[src/rtl/mips_pkg.sv]
// Shared MIPS constants: opcodes, functs, halt word and hazard FSM states.
// Latency: n/a (definitions only).
// Backpressure: n/a.
package mips_pkg;

  localparam logic [5:0] OP_RTYPE = 6'h00;
  localparam logic [5:0] OP_BEQ   = 6'h04;
  localparam logic [5:0] OP_BNE   = 6'h05;
  localparam logic [5:0] OP_ADDI  = 6'h08;
  localparam logic [5:0] OP_ADDIU = 6'h09;
  localparam logic [5:0] OP_ANDI  = 6'h0C;
  localparam logic [5:0] OP_ORI   = 6'h0D;
  localparam logic [5:0] OP_XORI  = 6'h0E;
  localparam logic [5:0] OP_LW    = 6'h23;
  localparam logic [5:0] OP_SW    = 6'h2B;

  localparam logic [5:0] FN_SLL = 6'h00;
  localparam logic [5:0] FN_SRL = 6'h02;
  localparam logic [5:0] FN_SRA = 6'h03;
  localparam logic [5:0] FN_JR  = 6'h08;

  localparam logic [31:0] HALT_WORD = 32'hFFFF_FFFF;

  typedef enum logic [1:0] {
    ST_RUN   = 2'd0,
    ST_DRAIN = 2'd1,
    ST_DONE  = 2'd2
  } hz_state_t;

endpackage

[src/rtl/hazard_reg_decode.sv]
// Register-usage decode of one instruction: which sources it reads, its dest, load flag.
// Latency: purely combinational.
// Backpressure: none.
module hazard_reg_decode
  import mips_pkg::*;
(
  input  logic [31:0] instruction,
  output logic        uses_rs,
  output logic        uses_rt,
  output logic [4:0]  dest,
  output logic        is_load
);

  logic [5:0] opcode;
  logic [5:0] funct;
  logic [4:0] rt;
  logic [4:0] rd;
  logic       unused_shamt;

  assign opcode       = instruction[31:26];
  assign funct        = instruction[5:0];
  assign rt           = instruction[20:16];
  assign rd           = instruction[15:11];
  // shamt and rs field values do not affect usage or destination
  assign unused_shamt = ^{instruction[25:21], instruction[10:6]};

  // classify the instruction by opcode/funct
  always_comb begin
    uses_rs = 1'b0;
    uses_rt = 1'b0;
    dest    = 5'd0;
    is_load = 1'b0;
    case (opcode)
      OP_RTYPE: begin
        uses_rt = 1'b1;
        // shifts by immediate take their operand from rt only
        uses_rs = !(funct == FN_SLL || funct == FN_SRL || funct == FN_SRA);
        dest    = (funct == FN_JR) ? 5'd0 : rd;
      end
      OP_ADDI, OP_ADDIU, OP_ANDI, OP_ORI, OP_XORI: begin
        uses_rs = 1'b1;
        dest    = rt;
      end
      OP_LW: begin
        uses_rs = 1'b1;
        dest    = rt;
        is_load = 1'b1;
      end
      OP_SW, OP_BEQ, OP_BNE: begin
        uses_rs = 1'b1;
        uses_rt = 1'b1;
      end
      default: begin
        uses_rs = 1'b0;
      end
    endcase
  end

endmodule

[src/rtl/hazard_unit.sv]
// Hazard/sequencing control: load-use stall, taken-branch flush, halt drain and done.
// Latency: outputs are Mealy (same cycle as the ID instruction); stall 1 cycle, flush 0 cycles.
// Backpressure: stalls PC and IF/ID on load-use; freezes the front end during drain/done.
module hazard_unit
  import mips_pkg::*;
#(
  parameter int DRAIN_CYCLES = 3,
  parameter int STALL_CNT_W  = 16
) (
  input  logic                   clock,
  input  logic                   reset,
  input  logic [31:0]            if_id_instruction,
  input  logic                   branch_taken,
  output logic                   control_mux,
  output logic                   pc_write,
  output logic                   if_id_write,
  output logic                   if_id_flush,
  output logic                   done,
  output logic [STALL_CNT_W-1:0] stall_count
);

  localparam int CNT_W = (DRAIN_CYCLES > 1) ? $clog2(DRAIN_CYCLES + 1) : 1;

  hz_state_t  state;
  hz_state_t  state_nxt;
  logic [CNT_W-1:0] drain_cnt;

  logic [4:0] ex_dest;
  logic       ex_is_load;

  logic       id_uses_rs;
  logic       id_uses_rt;
  logic [4:0] id_dest;
  logic       id_is_load;
  logic [4:0] id_rs;
  logic [4:0] id_rt;
  logic       halt_id;
  logic       load_use;

  hazard_reg_decode u_decode (
    .instruction (if_id_instruction),
    .uses_rs     (id_uses_rs),
    .uses_rt     (id_uses_rt),
    .dest        (id_dest),
    .is_load     (id_is_load)
  );

  assign id_rs   = if_id_instruction[25:21];
  assign id_rt   = if_id_instruction[20:16];
  assign halt_id = (if_id_instruction == HALT_WORD);

  // only a load in EX can hurt: ALU results are forwarded
  assign load_use = ex_is_load && (ex_dest != 5'd0) &&
                    ((id_uses_rs && (id_rs == ex_dest)) ||
                     (id_uses_rt && (id_rt == ex_dest)));

  // state register
  always_ff @(posedge clock or posedge reset) begin
    if (reset) begin
      state <= ST_RUN;
    end else begin
      state <= state_nxt;
    end
  end

  // next state: a taken branch discards a halt in ID, drain ends when the count hits 1
  always_comb begin
    state_nxt = state;
    case (state)
      ST_RUN: begin
        if (!branch_taken && halt_id) begin
          state_nxt = ST_DRAIN;
        end
      end
      ST_DRAIN: begin
        if (drain_cnt <= CNT_W'(1)) begin
          state_nxt = ST_DONE;
        end
      end
      ST_DONE: begin
        state_nxt = ST_DONE;
      end
      default: begin
        state_nxt = ST_RUN;
      end
    endcase
  end

  // outputs: reset, then flush > halt > load-use > normal
  always_comb begin
    control_mux = 1'b1;
    pc_write    = 1'b1;
    if_id_write = 1'b1;
    if_id_flush = 1'b0;
    done        = 1'b0;
    if (reset) begin
      control_mux = 1'b0;
      pc_write    = 1'b0;
      if_id_write = 1'b0;
      if_id_flush = 1'b1;
    end else begin
      case (state)
        ST_RUN: begin
          if (branch_taken) begin
            // branch target loads into PC; wrong-path fetch becomes a NOP
            if_id_flush = 1'b1;
            control_mux = 1'b0;
          end else if (halt_id || load_use) begin
            // halt freezes the front end from the detect cycle onwards
            control_mux = 1'b0;
            pc_write    = 1'b0;
            if_id_write = 1'b0;
          end
        end
        ST_DRAIN: begin
          control_mux = 1'b0;
          pc_write    = 1'b0;
          if_id_write = 1'b0;
        end
        ST_DONE: begin
          control_mux = 1'b0;
          pc_write    = 1'b0;
          if_id_write = 1'b0;
          done        = 1'b1;
        end
        default: begin
          control_mux = 1'b0;
          pc_write    = 1'b0;
          if_id_write = 1'b0;
        end
      endcase
    end
  end

  // drain counter: loaded on halt detect, counts down while draining
  always_ff @(posedge clock or posedge reset) begin
    if (reset) begin
      drain_cnt <= '0;
    end else if (state == ST_RUN && state_nxt == ST_DRAIN) begin
      drain_cnt <= CNT_W'(DRAIN_CYCLES);
    end else if (state == ST_DRAIN && drain_cnt != '0) begin
      drain_cnt <= drain_cnt - CNT_W'(1);
    end
  end

  // shadow of the instruction entering EX; a bubble carries no dest and no load
  always_ff @(posedge clock or posedge reset) begin
    if (reset) begin
      ex_dest    <= 5'd0;
      ex_is_load <= 1'b0;
    end else if (control_mux) begin
      ex_dest    <= id_dest;
      ex_is_load <= id_is_load;
    end else begin
      ex_dest    <= 5'd0;
      ex_is_load <= 1'b0;
    end
  end

  // saturating count of bubble cycles, frozen once done
  always_ff @(posedge clock or posedge reset) begin
    if (reset) begin
      stall_count <= '0;
    end else if (!control_mux && state != ST_DONE && stall_count != '1) begin
      stall_count <= stall_count + STALL_CNT_W'(1);
    end
  end

endmodule

[config.mk]
export PLATFORM = sky130hd
export DESIGN_NAME = hazard_unit
export DESIGN_NICKNAME = d
export VERILOG_FILES = /design/src/rtl/mips_pkg.sv /design/src/rtl/hazard_reg_decode.sv /design/src/rtl/hazard_unit.sv
export SDC_FILE = /design/constraint.sdc
export NUM_CORES = 1
export LEC_CHECK = 0
export ABC_AREA = 1
export CAP_MARGIN = 0
export CORE_UTILIZATION = 53
export CTS_CLUSTER_DIAMETER = 50
export DETAILED_ROUTE_END_ITERATION = 6
export GPL_TIMING_DRIVEN = 1
export PLACE_DENSITY = 0.95
export SKIP_LAST_GASP = 1
export SLEW_MARGIN = 0
export SYNTH_ARGS = -nofsm -noshare
export SYNTH_HDL_FRONTEND = slang
export SYNTH_HIERARCHICAL = 1
export SYNTH_SLANG_ARGS = --single-unit
[constraint.sdc]
create_clock -name clock -period 3 [get_ports clock]
set_input_delay 0.6 -clock clock [delete_from_list [all_inputs] [get_ports clock]]
set_output_delay 0.6 -clock clock [all_outputs]
set_load 0.05 [all_outputs]
After elaboration in Yosys (flattened, before gate mapping)
Cells that the tools add are included.

operators by class
  add/sub/neg operators = 2
  $mul = 0
  div/mod/pow operators = 0
  $lt $le $gt $ge = 1
  eq/ne operators = 20
  shifts and indexed selects = 0
  mux-type cells = 24
  bitwise gates (word level) = 0
  reductions and logical operators = 25

operator list
  kind                   number
  $eq 6x4->1 const B     6
  $eq 32x32->1 const B   1
  $add 16x1->16 const B  1
  $ne 16x16->1 const B   1
  $mux 1                 15
  $eq 6x2->1 const B     2
  $eq 6x3->1 const B     2
  $eq 6x6->1 const B     2
  $logic_not 6->1        2
  $eq 5x5->1             2
  $mux 5                 2
  $pmux 5 s2             1
  $logic_and 1x1->1      9
  $reduce_or 9->1        1
  $mux 2                 4
  $pmux 2 s3             1
  $reduce_or 6->1        1
  $reduce_bool 5->1      1
  $eq 2x1->1 const B     2
  $logic_or 1x1->1       4
  $reduce_bool 2->1      2
  $reduce_or 4->1        1
  $logic_not 1->1        3
  $eq 2x2->1 const B     1
  5 further kinds        5

storage, ports and cells
  flip-flop bits (word level) = 26
  bits in latches = 0
  bits in writable memories = 0
  bits in read-only memories = 0
  input bits = 35
  word-level logic and storage cells = 77
  memories kept = 0

Depth between registers and ports, before layout
Gate-level depths: netlist (run 1).

  word-level depth = 16
  gate-level depth with buffers = 16
  gate-level depth less buffers = 15

Cells and area by module
The synthesis (run 1) kept the hierarchy.

by module, submodules not included
  module             times used  cells each  area an instance (um^2)
  hazard_unit        1           272         1826.8
  hazard_reg_decode  1           55          261.5

Worst setup path after synthesis (run 1)
Ideal clock, no wire load.

  kind = in2out
  start = input if_id_instruction[26]
  end = output pc_write
  arrival = 2504 ps
  slack = -104 ps
  cell stages on the path = 14
  path through = nand2_1 -> inv_1 -> nand2_1 -> nor2_2 -> nor2_1 -> nand3_1 -> nand2_1 -> nor2_1 -> nand3_1 -> nand2_1 -> nand2_1 -> nand3_1 -> a21oi_1 -> buf_4

on the way
  longest elaborated chain between the ends = 11
  elaborated cells between the ends (all ways) = 24
  classes of those cells = eq/ne: 10; mux: 6; reduce/logical: 8

RTL lines
  what                                line                     text
  from (decl)                         hazard_unit.sv:12        input logic [31:0] if_id_instruction,
  $eq 6x4->1 (tied with other cells)  hazard_reg_decode.sv:33  case (opcode)
  $reduce_or 9->1 (no source line)    --
  $pmux 1 s2 *                        hazard_reg_decode.sv:33
  net id_uses_rs                      hazard_unit.sv:31        logic id_uses_rs;
  $logic_and 1x1->1 *                 hazard_unit.sv:54        ((id_uses_rs && (id_rs == ex_dest)) ||
  $logic_or 1x1->1 *                  hazard_unit.sv:54
  $logic_and 1x1->1 *                 hazard_unit.sv:53        assign load_use = ex_is_load && (ex_dest != 5'd0) &&
  $logic_or 1x1->1 *                  hazard_unit.sv:108       end else if (halt_id || load_use) begin
  $mux 1 * (4 in series)              --
  to (decl)                           hazard_unit.sv:15        output logic pc_write,

Mark *: on every way through the listed nets, which the timed path passes. The rest lies on a longest branch.

Worst setup path after layout (run 1)
  start = input if_id_instruction[1]
  end = output pc_write

on the way
  longest elaborated chain between the ends = 13
  elaborated cells between the ends (all ways) = 16
  classes of those cells = eq/ne: 3; mux: 5; reduce/logical: 8

RTL lines
  what                                           line                     text
  $eq 6x2->1 or $logic_not 6->1 (tied branches)  hazard_reg_decode.sv:37  uses_rs = !(funct == FN_SLL || funct == FN_SRL || funct == FN_SRA);
  $logic_or 1x1->1                               hazard_reg_decode.sv:37
  $logic_or 1x1->1 *                             hazard_reg_decode.sv:37
  $logic_not 1->1 *                              hazard_reg_decode.sv:37
  $pmux 1 s2 *                                   hazard_reg_decode.sv:33
  net id_uses_rs                                 hazard_unit.sv:31
  $logic_and 1x1->1 *                            hazard_unit.sv:54
  $logic_or 1x1->1 *                             hazard_unit.sv:54
  $logic_and 1x1->1 *                            hazard_unit.sv:53
  $logic_or 1x1->1 *                             hazard_unit.sv:108
  $mux 1 *                                       hazard_unit.sv:108
  $mux 1 *                                       hazard_unit.sv:104       if (branch_taken) begin
  $mux 1 *                                       hazard_unit.sv:102       case (state)
  $mux 1 *                                       hazard_unit.sv:96        if (reset) begin

Marked as above.

==> results of run 1 <==
-- cells by family (layout without fill, tap and decap cells) --
group | Yosys count | after routing | synth area share, %
muxes | 1 | 1 | 0.539
adders and majority gates | 3 | 3 | 1.80
DFF | 26 | 26 | 31.2
buffers and inverters | 63 | 123 | 12.8
xor gates and xnor gates | 6 | 6 | 2.52
AOI/OAI and AO/OA | 5 | 5 | 1.50
and+or+nand+nor | 223 | 223 | 49.7
-- stage by stage --
step	hold WS, ns	total power (W)	TNS (ns)	worst slack [ns]
after global routing	0.588	0.00121	-0.00568	-0.00233
after floorplan	0.510	0.000696	0	0.198
after CTS	0.517	0.00117	0	0.00847
final	0.518	0.00116	0	0.156
after global placement	0.484	0.000854	-0.0412	-0.0206
after detailed placement	0.494	0.000869	-0.168	-0.0850
-- registers in the layout, summed over array words and instances (netlist names) --
| register | cells |
|---|---|
| stall_count | 16 |
| ex_dest | 5 |
| drain_cnt | 2 |
| state | 2 |
| ex_is_load | 1 |
-- cells in the final DEF (no fill, tap or decap), drive strengths merged, types with 5 or more instances in the layout --
cell           instances
nand2                108
inv                   56
nor2                  47
clkdlybuf4s50         44
nand3                 30
dfrtp                 26
nand4                 25
buf                   13
nor3                   9
xor2                   5
dlymetal6s2s           5
-- synthesized netlist by cell type (3+ instances only) --
| cell type | instances |
|---|---|
| buf_6 | 3 |
| nor2_2 | 4 |
| nor2_4 | 3 |
| nand4_1 | 25 |
| dfrtp_1 | 26 |
| xor2_1 | 5 |
| nor2_1 | 40 |
| nand2_1 | 105 |
| nand3_1 | 27 |
| ha_1 | 3 |
| inv_1 | 54 |
| nor3_1 | 6 |
| nand2_2 | 3 |
| nor3_2 | 3 |
-- report_power, final --
group	total (W)	switching, W	internal (W)
logic	0.000436	0.000268	0.000168
clock network	0.000290	0.000111	0.000178
registers	0.000438	0.0000528	0.000385
-- final timing paths --
| path | start | endpoint | cells after the start |
|---|---|---|---|
| worst max-delay path | if_id_instruction[1] | pc_write | 14 |
| worst min-delay path | stall_count[15] | stall_count[15] | 2 |
| worst max register to register | stall_count[0] | stall_count[13] | 8 |
| worst min register to register | stall_count[15] | stall_count[15] | 2 |
| max in group asynchronous | reset | ex_dest[3] | 3 |
| min in group asynchronous | reset | state[0] | 3 |
-- routing by layer --
metal / part of all wire [%] / routed length (µm)
met1: 41 / 2300
met2: 52 / 2900
met3: 5.5 / 310
met4: 1.7 / 96
met5: 0 / 0
-- layout make-up --
type / instances / share of cell area, %
clock inverter: 1 / 1.06
sequential: 26 / 23.0
timing repair buffer: 63 / 22.9
clock buffer: 3 / 1.46
tap: 48 / 2.12
multi-input combinational: 238 / 42.0
inverter: 56 / 7.43
-- critical path, delay by kind of cell --
kind,cells,cell delay [ns]
simple gates,10,0.70
buf+inv,3,0.73
compound gates,1,0.21
-- repair_timing --
action / CTS / global route
pin swaps: 1 / 3
hold endpoints to repair: 0 / 0
buffers inserted: 0 / 1
endpoints found under the setup margin: 2 / 3
gates resized for setup: 4 / 5
==> metrics.txt, run 1 <==
TritonCTS buffer count 3; number of synthesized flops with an enable pin 0; register area share after synthesis 31.2%; Tightest Pin Transition 0.520 ns; die width 64.8 µm; Cell Rows 22; Routed Antenna Nets 0; CTS Buffer Depth 2; placed inst area 0.00272 mm²; busiest grt layer met2; first-pass GRT wire length 9340 µm; WL/cell 12.9 µm; # fillers 278; maximum vdd ir drop 0.000626 V; Async SR Flop Fraction 100%; Crit-path slowest cell clkdlybuf4s50_1; CTS tree done; Avg Cell Area, Syn 6.39 µm²; Initial Util 56.2%; GR met2 Demand/Resource 51.0%; main flop type after synthesis dfrtp_1; Power Density 412 mW/mm²; Inserted Diodes 0; Mapped Nets 365; final WL 5600 µm; Final Setup Violations 0; area leader, netlist dfrtp_1; Finished Layout Cells 435; final instance area 0.00283 mm²; reg-to-reg slack, setup 0.98 ns; DRT Pass-1 Iters 5; Hold Crit Class flop to flop; final core occ 76.1%; share of cells above drive strength 1 10.3%; YS warnings 6; max incr delay on CP 0.50 ns; Post-route DRC 0; Synth top area share 31.2%; Reg clk slew, reported paths 0.09 ns; Slew Limit Fails 0; Final min period 2.84 ns; initial antenna violation count 0; clock sinks 26; most frequent CP cell nand2_1; Synth-to-Final Area Change 35.4%; area of the multi-input gates 0.00119 mm²; DP HPWL 4150 µm; PortBufs 55; Setup crit start kind input pin; gr ovfl total 0; crit-path cells clkdlybuf4s50_1 > inv_1 > nand2_1 > nand3_1 > nand2_1 > nand3_1 > nand2_1 > nor2_1 > nand3_1 > nand2_1 > nand2_2 > nand3_2 > a21oi_4 > buf_12; largest net degree at the start of global routing 33; CP Max Fanout 3; worst skew pair latency 0.27 ns; Leak 1.42 nW; Root Buffer clkbuf_8; CTS Hold Bufs 0; Worst Setup End Kind output pin; synthesized flop and latch total 26; register area 651 µm²; Via density 5.38; htree depth 1; Cells after Synth 327; Die Ht 64.8 µm; status complete, no violations; final cycle utilization of the critical path 94.8%; Core ar. 0.00372 mm²; die area 0.00420 mm²; WP data arrival 2.24 ns; crit path kind input pin to output pin; io pins 56; Fmax 352 MHz; max_slew headroom 65.2%; layout net count 426; # Max-Cap Violations 0; largest cells by area after synthesis dfrtp_1 31%, nand2_1 19%, inv_1 9.7%; Final Hold Fails 0; area of the mapped netlist 0.00209 mm²; DR vias 2342; met3 Use GR 2.82%; initial DRC count 214; Clock Skew 0.00503 ns; Cells after DPL 430; GR Util All Layers 28.0%; Final Wtd Congestion 0.930; met1 usage 34.3%; Worst EP required 2.40 ns; Synth cell types 29; number of global-route vias before repair 2208
Power figures use the tool's default switching activity.
==> run 2: changes to the inputs <==
Settings changed: CTS_CLUSTER_DIAMETER 50 to 100.
==> results of run 2 <==
The final DEF is identical to that of run 1; final timing and power are the same.
==> run 3: changes to the inputs <==
Settings changed: MAX_ROUTING_LAYER set to met4, SLEW_MARGIN 0 to unset.
==> metrics.txt, run 3 (synthesized netlist as in run 1, its figures left out) <==
max reg flops 16; # fillers 275; die width 64.8 µm; Reg clk slew, reported paths 0.09 ns; CTS Hold Bufs 0; # Max-Cap Violations 0; Cells after DPL 430; Final Setup Violations 0; first-pass GRT wire length 9190 µm; CTS tree done; Core ar. 0.00372 mm²; Synth-to-Final Area Change 35.8%; max_slew headroom 66.3%; status complete, no violations; worst skew pair latency 0.27 ns; crit path kind input pin to output pin; Clock Skew 0.00427 ns; crit-path cells clkdlybuf4s50_1 > inv_1 > nand2_1 > nand3_1 > nand2_1 > nand3_1 > nand2_1 > nor2_1 > nand3_1 > nand2_1 > nand2_2 > nand3_2 > a21oi_4 > buf_12; final instance area 0.00284 mm²; Most flops, register stall_count; Die Ht 64.8 µm; TritonCTS buffer count 3; Fmax 352 MHz; WP data arrival 2.24 ns; DP HPWL 4060 µm; most frequent CP cell nand2_1; Worst EP required 2.40 ns; Finished Layout Cells 435; Setup crit start kind input pin; Post-route DRC 0; number of global-route vias before repair 2201; Worst Setup End Kind output pin; Hold Crit Class flop to flop; Inserted Diodes 0; Routed Antenna Nets 0; final WL 5360 µm; layout net count 426; htree depth 1; DRT Pass-1 Iters 5; largest net degree at the start of global routing 33; Slew Limit Fails 0; Final Hold Fails 0; Via density 5.30; gr ovfl total 0; RSZ-0062 raised after global routing no; Cell Rows 22; WHS 0.526 ns; placed inst area 0.00272 mm²; Power Density 410 mW/mm²; maximum vdd ir drop 0.000779 V; final cycle utilization of the critical path 94.7%; WL/cell 12.3 µm; CP Max Fanout 3; Final Wtd Congestion 0.960; Root Buffer clkbuf_8; Crit-path slowest cell clkdlybuf4s50_1; share of cells above drive strength 1 10.9%; CTS Buffer Depth 2; die area 0.00420 mm²; most common cell after layout, fill and taps aside nand2_1; Leak 1.42 nW; Final min period 2.84 ns; initial DRC count 247; GR Util All Layers 28.7%; DR vias 2304; initial antenna violation count 0; Initial Util 56.2%; io pins 56; most frequent cells in the layout 103 x nand2_1, 53 x inv_1, 44 x clkdlybuf4s50_1, 40 x nor2_1; Tightest Pin Transition 0.503 ns; Regs by FF count stall_count: 16 flops, ex_dest: 5 flops; clock sinks 26; PortBufs 55; max incr delay on CP 0.50 ns
run 3: timing repair:
action	4_1_cts	5_1_grt
buffers inserted	0	1
pin swaps	1	1
endpoints found under the setup margin	2	3
resized for setup	4	8
run 3: layout make-up:
class / instances / area, µm² / share of cell area [%]
Multi-Input combinational cell: 238 / 1200 / 42.2
Inverter: 56 / 210 / 7.41
Clock inverter: 1 / 30.0 / 1.06
Sequential cell: 26 / 651 / 22.9
Timing Repair Buffer: 63 / 647 / 22.8
Tap cell: 48 / 60.1 / 2.12
Clock buffer: 3 / 41.3 / 1.46
run 3: worst paths after layout:
check                           depth (start not counted)            startpoint               to  slack, ns
worst min register to register                          2       stall_count[15]  stall_count[15]       0.53
min in group asynchronous                               3                 reset   stall_count[7]       0.89
max in group asynchronous                               3                 reset       ex_dest[1]       1.87
worst min-delay path                                    2       stall_count[15]  stall_count[15]       0.53
worst max-delay path                                   14  if_id_instruction[1]         pc_write       0.16
worst max register to register                          9        stall_count[0]  stall_count[13]       0.99
run 3: metal layers:
metal / GRT usage (%) / share of wire, % / routed length (µm)
met5: - / 0 / 0
met4: 8.89 / 1.5 / 79
met3: 2.64 / 6.4 / 344
met2: 51.2 / 52 / 2770
met1: 33.8 / 40 / 2170
run 3: critical path, delay by kind of cell:
family	cells	cell delay, ns
simple gates	10	0.69
compound gates	1	0.21
buf+inv	3	0.73
run 3: through the flow:
step | setup slack [ns] | total power [W] | TNS (ns) | util, %
floorplan | 0.198 | 0.000696 | 0 | -
global placement | -0.0211 | 0.000854 | -0.0421 | 73.3
detailed placement | -0.111 | 0.000868 | -0.221 | 73.3
CTS | 0.00350 | 0.00116 | 0 | 75.6
global route | 0.0355 | 0.00121 | 0 | 76.3
finish | 0.160 | 0.00116 | 0 | 76.3
run 3: power by group:
part           switching (W)  internal [W]  leakage (nW)  total (W)
Combinational       0.000266      0.000169          1.04   0.000435
Sequential         0.0000514      0.000385         0.344   0.000437
Clock               0.000111      0.000179        0.0357   0.000289
Total               0.000428      0.000733          1.42    0.00116
